## src/rtl/root_digit_feeder.sv

```systemverilog
// Upstream feeder for the digit-serial square-root unit: a 2-entry radicand FIFO
// followed by a shifter that emits each radicand MSB-first as 2-bit digit pairs.
module root_digit_feeder #(
  parameter int DATA_W = 16,
  parameter int CNT_W  = 8
) (
  input  logic              i_clk,
  input  logic              i_rst_n,
  input  logic [DATA_W-1:0] i_data,
  input  logic              i_valid,
  output logic              o_ready,
  input  logic              i_hold,
  output logic [1:0]        o_x,
  output logic              o_x_valid,
  output logic              o_first,
  output logic              o_last,
  output logic              o_busy
);

  localparam int DIGITS = DATA_W / 2;
  localparam logic [CNT_W-1:0] LAST_CNT    = CNT_W'(DIGITS - 1);
  localparam logic [CNT_W-1:0] PRELAST_CNT = CNT_W'(DIGITS - 2);

  typedef enum logic {
    ST_IDLE,
    ST_SHIFT
  } state_e;

  logic [DATA_W-1:0] fifo_q [2];
  logic              wr_ptr_q;
  logic              rd_ptr_q;
  logic [1:0]        count_q;
  logic [1:0]        count_d;

  state_e            state_q;
  logic [DATA_W-1:0] sreg_q;
  logic [CNT_W-1:0]  cnt_q;
  logic              valid_q;
  logic              first_q;
  logic              last_q;

  logic              push;
  logic              pop;

  assign o_ready = (count_q != 2'd2);
  assign push    = i_valid && o_ready;

  // The head is taken either to start from idle or to reload on the final digit,
  // so consecutive frames abut without a bubble.
  assign pop = !i_hold && (count_q != 2'd0) &&
               ((state_q == ST_IDLE) || (cnt_q == LAST_CNT));

  always_comb begin
    count_d = count_q;
    if (push && !pop) begin
      count_d = count_q + 2'd1;
    end else if (pop && !push) begin
      count_d = count_q - 2'd1;
    end
  end

  always_ff @(posedge i_clk or negedge i_rst_n) begin
    if (!i_rst_n) begin
      fifo_q[0] <= '0;
      fifo_q[1] <= '0;
      wr_ptr_q  <= 1'b0;
      rd_ptr_q  <= 1'b0;
      count_q   <= '0;
    end else begin
      if (push) begin
        fifo_q[wr_ptr_q] <= i_data;
        wr_ptr_q         <= ~wr_ptr_q;
      end
      if (pop) begin
        rd_ptr_q <= ~rd_ptr_q;
      end
      count_q <= count_d;
    end
  end

  always_ff @(posedge i_clk or negedge i_rst_n) begin
    if (!i_rst_n) begin
      state_q <= ST_IDLE;
      sreg_q  <= '0;
      cnt_q   <= '0;
      valid_q <= 1'b0;
      first_q <= 1'b0;
      last_q  <= 1'b0;
    end else if (!i_hold) begin
      if (pop) begin
        state_q <= ST_SHIFT;
        sreg_q  <= fifo_q[rd_ptr_q];
        cnt_q   <= '0;
        valid_q <= 1'b1;
        first_q <= 1'b1;
        last_q  <= 1'b0;
      end else begin
        case (state_q)
          ST_SHIFT: begin
            if (cnt_q == LAST_CNT) begin
              state_q <= ST_IDLE;
              sreg_q  <= '0;
              cnt_q   <= '0;
              valid_q <= 1'b0;
              first_q <= 1'b0;
              last_q  <= 1'b0;
            end else begin
              sreg_q  <= {sreg_q[DATA_W-3:0], 2'b00};
              cnt_q   <= cnt_q + 1'b1;
              first_q <= 1'b0;
              last_q  <= (cnt_q == PRELAST_CNT);
            end
          end
          default: begin
            state_q <= ST_IDLE;
            valid_q <= 1'b0;
            first_q <= 1'b0;
            last_q  <= 1'b0;
          end
        endcase
      end
    end
  end

  assign o_x       = sreg_q[DATA_W-1:DATA_W-2];
  assign o_x_valid = valid_q;
  assign o_first   = first_q;
  assign o_last    = last_q;
  assign o_busy    = (state_q == ST_SHIFT) || (count_q != 2'd0);

endmodule

```

## config.mk

```make
export PLATFORM = sky130hd
export DESIGN_NAME = root_digit_feeder
export DESIGN_NICKNAME = d
export VERILOG_FILES = /design/src/rtl/root_digit_feeder.sv
export SDC_FILE = /design/constraint.sdc
export NUM_CORES = 1
export LEC_CHECK = 0
export CAP_MARGIN = 10
export CORE_MARGIN = 2
export CORE_UTILIZATION = 61
export CTS_CLUSTER_DIAMETER = 150
export DETAILED_ROUTE_END_ITERATION = 7
export PLACE_DENSITY = 0.9
export SYNTH_ARGS = -nofsm -noshare
export SYNTH_HDL_FRONTEND = slang
export SYNTH_SLANG_ARGS = --single-unit
```

## constraint.sdc

```tcl
create_clock -name i_clk -period 3.6 [get_ports i_clk]
set_input_delay 0.72 -clock i_clk [delete_from_list [all_inputs] [get_ports i_clk]]
set_output_delay 0.72 -clock i_clk [all_outputs]
set_load 0.1 [all_outputs]
```

# --- Yosys cells after proc, flatten, opt, wreduce, memory -nomap -nowiden ---
# Index checks and enable logic that the tools add are counted.
totals:
  regBits: 64
  input_bits: 20
  elab_cells: 67
op_classes:
  addsub: 3
  order_cmp: 3
  n_eq_ne: 4
  n_mux: 24
  n_bitwise: 6
  reduce_logical: 16
ops:
  columns: ["op", "count"]
  rows:
  - ["$mux 16", 7]
  - ["$bwmux 32", 1]
  - ["$mux 8", 3]
  - ["$demux 16 s1", 1]
  - ["$eq 8x3->1 const B", 2]
  - ["$mux 1", 10]
  - ["$add 8x1->8 const B", 1]
  - ["$logic_and 1x1->1", 6]
  - ["$reduce_bool 2->1", 3]
  - ["$ge 2x2->1 const B", 2]
  - ["$mux 2", 2]
  - ["$not 1->1", 4]
  - ["$not 1->2", 2]
  - ["$reduce_and 2->1", 2]
  - ["$logic_not 1->1", 3]
  - ["$ne 3x1->1 const B", 1]
  - ["$add 2x1->2 const B", 1]
  - ["$logic_or 1x1->1", 2]
  - ["$lt 2x1->1 const B", 1]
  - ["$ne 2x2->1 const B", 1]
  - ["$sub 2x1->2 const B", 1]

# --- Logic depth before layout (Yosys ltp) ---
# Gate-level depths: netlist of run 1.
logic_depth:
  word_depth: 6
  ltp_mapped: 9
  depth_no_buf: 8

# --- Worst setup path before layout of run 1 ---
# No wires, ideal clock.
synth_path:
  path_type: "input -> register"
  start: "input i_hold"
  end: "register count_q[1]"
  setup_ps: 79
  arrival_ps: 1907
  slack_ps: 1614
  cell_stages: 7
  path_buffers: 2
  path_cell_list: "buf_4 > o21bai_1 > a21o_1 > buf_6 > ha_1 > nor2_1 > xor2_1"
synth_between:
  elab_chain_len: 6
synth_rtl:
  columns: ["item", "line_no", "rtl"]
  rows:
  - ["start, declared", "12", "input logic i_hold,"]
  - ["$logic_not 1->1 (*)", null, null]
  - ["$logic_and 1x1->1 (*) (2 in series)", "50", "assign pop = !i_hold && (count_q != 2'd0) &&"]
  - ["$logic_not 1->1", "55", "if (push && !pop) begin"]
  - ["$logic_and 1x1->1", "55", null]
  - ["$mux 2 / $reduce_bool 2->1 (equally long branches)", null, null]
  - ["end signal, assigned", "77", "count_q <= count_d;"]
  - ["end, declared", "32", "logic [1:0] count_q;"]
# Mark *: on every way between the ends. The rest lies on a longest branch, timed or not.
# A chain may end at the register's enable or synchronous reset.

# --- Worst setup path after layout of run 1 ---
layout_path:
  start: "register count_q[1]"
  end: "output o_busy"
layout_between:
  elab_chain_len: 2
layout_rtl:
  columns: ["item", "line_no", "rtl"]
  rows:
  - ["$reduce_bool 2->1", "129", "assign o_busy = (state_q == ST_SHIFT) || (count_q != 2'd0);"]
  - ["$logic_or 1x1->1", "129", null]
  - ["end, declared", "17", "output logic o_busy"]
# Every way passes these cells.

==> impl_metrics.csv, run 1 <==
group,metric,value,unit
finish,nNetsFinal,272,
timing,final_max_slew_viol_count,0,
detailed_routing,drtPass1Iterations,4,
finish,drive_gt1_frac,0.233,
flow_run,maxCapViolations,0,
timing,fin_setup_tns,0,ns
cts,cts.clk_slew.worst_paths,0.06,ns
synth,ys_seq_elements,64,
detailed_routing,totalWireLength,5210,µm
pwr,irDropWorstVdd,433,µV
timing,slew_headroom,0.332,
die,io_pins,27,
finish,antenna_cells,0,
cts,h-tree-depth,3,
placed_design,dp.cells,292,
die,die_y,73.0,µm
synth,async_reset_ff_frac,1.00,
timing,post-route-min-period,2.93,ns
timing,hold_slack,0.397,ns
timing,worstMarginPinSlew,1.00,ns
finish,multi_input_area,0.00119,mm²
timing,post-route-period-util,0.815,
timing,finalSetupViolCount,0,
finish,regArea,0.00160,mm²
cts,clock_latency,0.34,ns
detailed_routing,avgRoutedWirePerCell,17.0,µm
finish,layout_commonest_cell,"dfrtp_1",
synth,synthFlopType,"dfrtp_1",
global_routing,grt_pass1_wl,8910,µm
timing,skew,0.00461,ns
synth,syn-num-nets,245,
synth,synth-edff-count,0,
global_routing,antenna_found_initial,0,
die,initial_core_util,0.624,
critical_path,path_class,"reg2out",
cts,cts_buffers,9,
cts,cts_setup_buffers,0,
pwr,finalPower,3.07,mW
critical_path,path_max_fanout,4,
finish,final_util,0.710,
detailed_routing,dr.first_iter.drc_count,182,
global_routing,first_global_vias,1921,
synth,syn_avg_cell_area,13.1,µm²
timing,hold_violations,0,
synth,synth.distinct_cells,41,
global_routing,track_usage,0.224,
synth,synth_area,0.00291,mm²
outcome,outcome,"completed",
synth,synth_top_area_share,0.551,
placed_design,globalplace.congestion,0.817,
synth,yosysTopAreaCell,"dfrtp_1",
detailed_routing,vias,1809,
critical_path,regToRegSetupSlack,1.41,ns
placed_design,hpwl,3390,µm
synth,synth_cells,222,
cts,ctsHoldBuffers,0,
critical_path,end_kind,"primary output",
placed_design,io_buffer_count,26,
cts,cts_tree,"built",
cts,cts.sink_count,64,
critical_path,cp_data_required_time,2.88,ns
timing,layout_setup_ws,0.668,ns
detailed_routing,drc,0,
cts,cts_root_buffer,"clkbuf_8",
finish,fill_cells,310,
die,rows,25,
critical_path,worstSetupStartpointType,"flop",
finish,finalNonFillerCells,307,
synth,yosys_warnings,0,
placed_design,pre_cts_slack,0.942,ns
synth,ys_seq_area_frac,0.551,
cts,cts_resized,0,
placed_design,place_area,0.00314,mm²
min_path,hp-class,"in2async",
global_routing,grt-ovfl-total,0,
global_routing,grt_max_degree,37,
finish,final_cell_mix,"64 x dfrtp_1, 29 x mux2_2, 24 x clkdlybuf4s50_1",
die,core_region_area,0.00466,mm²
die,die_w,73.0,µm
finish,area_delta_synth_final,13.9,%
pwr,p_per_area,928,mW/mm²
die,die_area,0.00533,mm²
timing,rsz0062_at_grt,"no",
detailed_routing,viasPerCell,5.89,
detailed_routing,ant_nets,0,
timing,max_freq,341,MHz
pwr,p_leak,1.47,nW
synth,synthTopCellsByArea,"dfrtp_1 55%, mux2_2 11%, mux2i_1 5.9%",
finish,final_area,0.00331,mm²
cts,clk_path_buf_depth,2,
critical_path,crit_arrival,2.21,ns
[state kept, by name, indices dropped and copies added, names as in the netlist]
signal     count
wr_ptr_q       1
o_x_valid      1
o_last         1
cnt_q          8
count_q        2
o_first        1
sreg_q        16
state_q        1
fifo_q        32
rd_ptr_q       1
[layout make-up]
type | instances | share of cell area
sequential | 64 | 0.484
multi-input combinational | 142 | 0.359
timing repair buffer | 29 | 0.0832
clock buffer | 15 | 0.0503
tap | 54 | 0.0204
inverter | 3 | 0.00340
[per-layer routing]
layer,GRT usage,vias to the layer above,part of all wire
met4,0.113,0,0.024
met3,0.0470,15,0.031
met1,0.276,910,0.43
li1,-,853,-
met5,0,-,0
met2,0.372,31,0.52
[synth_stat cells, types with 2 or more instances]
master / count
nand2_1: 10
nand2b_1: 3
buf_6: 5
nand3_1: 2
nand2_2: 2
mux2_1: 3
mux2i_1: 17
a22oi_1: 14
buf_2: 4
a21oi_1: 3
dfrtp_1: 64
a22o_1: 4
o21ai_1: 14
mux2_2: 29
o21ai_0: 6
ha_1: 3
xor2_1: 2
and3_2: 2
buf_4: 4
xnor2_1: 3
nor2_1: 4
o21ai_2: 2
nor2b_1: 2
inv_1: 3
[worst paths after layout]
check / end / cells after the start / from
min in group i_clk: o_last / 2 / o_last
hold reg to reg: o_last / 2 / o_last
max in group asynchronous: fifo_q[14] / 2 / i_rst_n
setup / recovery: o_busy / 2 / count_q[1]
setup reg to reg: count_q[1] / 9 / cnt_q[0]
hold / removal: state_q / 1 / i_rst_n
[power breakdown]
part	internal [mW]	total [mW]	switching, mW	leakage [nW]
Combinational	0.554	1.20	0.642	0.593
Clock	0.285	0.534	0.249	0.0838
Sequential	1.06	1.34	0.282	0.788
Total	1.90	3.07	1.17	1.47
[worst max-delay path, stage by stage, from the launching register on]
cell	delay [ns]
dfrtp_1	0.45
or3_1	0.43
clkdlybuf4s50_1	0.98
[kinds of logic (layout without fill, tap and decap cells)]
family / Yosys count / in the layout / synth area share
AOI/OAI and AO/OA: 51 / 51 / 0.116
xor gates and xnor gates: 6 / 6 / 0.0207
adders and majority gates: 3 / 3 / 0.0129
buffers and inverters: 16 / 47 / 0.0405
DFF: 64 / 64 / 0.551
muxes: 49 / 49 / 0.183
and+or+nand+nor: 33 / 33 / 0.0762
Note: power is estimated with default switching activity, not from simulation.
==> run 2, diff against run 1 <==
CORE_UTILIZATION = 57   (was 61)
PLACE_DENSITY = 0.85   (was 0.9)
clock period = 2.8 ns   (was 3.6 ns; I/O delays follow)
==> run 2 against run 1 <==
Against the previous run: wire length fell by 1.9%; non-clock buffer count did not move; largest power group unchanged; critical endpoint unchanged; first-iteration DRC count fell by 31%; clock power rose by 65%.
==> impl_metrics.csv, run 2 (synthesis results as in run 1) <==
group,metric,value,unit
finish,multi_input_area,0.00119,mm²
detailed_routing,wl_met1,2220,µm
cts,cts_resized,0,
critical_path,cp_data_required_time,2.24,ns
finish,reg.largest.list,"fifo_q x32, sreg_q x16, cnt_q x8",
timing,slew_headroom,0.342,
critical_path,cp_top_family,"flip-flops",
placed_design,hpwl,3380,µm
detailed_routing,totalWireLength,5110,µm
placed_design,place_area,0.00316,mm²
cts,clock_latency,0.34,ns
cts,clk_path_buf_depth,2,
detailed_routing,dr.first_iter.drc_count,125,
critical_path,cp-endpoint,"o_busy",
cts,ctsHoldBuffers,0,
global_routing,antenna_found_initial,0,
detailed_routing,route.met3.wl,178,µm
cts,cts.clk_slew.worst_paths,0.08,ns
critical_path,worstSetupStartpointType,"flop",
timing,finalSetupViolCount,0,
outcome,outcome,"completed",
critical_path,slowest_delay,0.44,ns
finish,layout_commonest_cell,"dfrtp_1",
placed_design,io_buffer_count,26,
timing,skew,0.0119,ns
finish,final_area,0.00338,mm²
critical_path,crit_chain,"or3_1 -> buf_4",
finish,fill_cells,359,
critical_path,reg2reg_depth,7,
cts,cts_buffers,9,
flow_run,maxCapViolations,0,
global_routing,grt_pass1_wl,8710,µm
die,die_area,0.00569,mm²
die,die_y,75.4,µm
critical_path,slowest_stage,"dfrtp_1",
timing,fin_setup_tns,0,ns
global_routing,grt-ovfl-total,0,
min_path,hp-class,"in2async",
critical_path,path_class,"reg2out",
finish,max_flop_register,"fifo_q",
detailed_routing,drtPass1Iterations,4,
detailed_routing,drc,0,
cts,cts_tree,"built",
placed_design,globalplace.congestion,0.825,
finish,antenna_cells,0,
critical_path,worst_r2r_endpoint,"count_q[1]",
die,io_pins,27,
die,die_w,75.4,µm
critical_path,cp.depth,2,
critical_path,regToRegSetupSlack,0.85,ns
timing,rsz0062_at_grt,"no",
critical_path,r2r-start,"cnt_q[0]",
finish,nNetsFinal,272,
die,core_region_area,0.00482,mm²
cts,h-tree-depth,3,
detailed_routing,wl_met2,2610,µm
detailed_routing,ant_nets,0,
timing,final_max_slew_viol_count,0,
global_routing,track_usage,0.211,
timing,max_freq,493,MHz
cts,cts_setup_buffers,0,
die,rows,25,
pwr,irDropWorstVdd,540,µV
detailed_routing,vias,1809,
pwr,p_leak,1.50,nW
cts,cts_root_buffer,"clkbuf_8",
critical_path,crit_buf_inv,1,
critical_path,crit_arrival,1.47,ns
critical_path,end_kind,"primary output",
detailed_routing,viasPerCell,5.64,
timing,hold_violations,0,
detailed_routing,highest_layer,"met4",
finish,final_cell_mix,"64 x dfrtp_1, 29 x mux2_2, 18 x clkdlybuf4s50_1",
finish,regArea,0.00160,mm²
finish,largest_reg_flops,32,
global_routing,first_global_vias,1824,
critical_path,path_max_fanout,4,
detailed_routing,avgRoutedWirePerCell,15.9,µm
global_routing,grt_max_degree,41,
timing,worstMarginPinSlew,0.987,ns
die,initial_core_util,0.603,
timing,post-route-min-period,2.03,ns
cts,cts.sink_count,64,
pwr,p_per_area,1220,mW/mm²
timing,post-route-period-util,0.724,
critical_path,startpoint,"count_q[1]",
finish,drive_gt1_frac,0.272,
finish,area_delta_synth_final,16.2,%
run 2: power by group:
| part | total, mW | internal [mW] | switching (mW) |
|---|---|---|---|
| logic | 1.52 | 0.703 | 0.812 |
| registers | 1.72 | 1.36 | 0.362 |
| clock network | 0.880 | 0.524 | 0.356 |
| total | 4.12 | 2.58 | 1.53 |
run 2: per-stage QoR:
step | instances | hold WS [ns] | util | worst slack (ns) | total power, mW
2_1_floorplan | 222 | 0.264 | - | 0.891 | 2.95
3_3_place_gp | 305 | 0.466 | 0.655 | 0.606 | 3.18
3_5_place_dp | 305 | 0.474 | 0.655 | 0.541 | 3.26
4_1_cts | 321 | 0.215 | 0.701 | 0.759 | 4.15
5_1_grt | 321 | 0.245 | 0.701 | 0.674 | 4.36
6_report | 321 | 0.199 | 0.701 | 0.773 | 4.12
run 2: worst min-delay path by stage:
stage | from | slack [ns] | depth (start not counted) | to
floorplan | i_rst_n | 0.26 | 0 | cnt_q[0]
global placement | o_first | 0.47 | 2 | o_first
detailed placement | o_first | 0.47 | 2 | o_first
CTS | i_rst_n | 0.21 | 1 | cnt_q[3]
global route | i_rst_n | 0.25 | 1 | cnt_q[4]
finish | i_rst_n | 0.20 | 1 | cnt_q[4]
run 2: area by class of cell:
type	instances	share of cell area
sequential	64	0.474
multi-input combinational	142	0.351
timing repair buffer	29	0.0807
clock buffer	11	0.0419
tap	67	0.0248
clock inverter	5	0.0237
inverter	3	0.00333
run 2: routing by layer:
layer	vias to the layer above	track usage
met5	-	0
met4	0	0.0975
met3	11	0.0595
met2	27	0.335
met1	915	0.269
li1	856	-
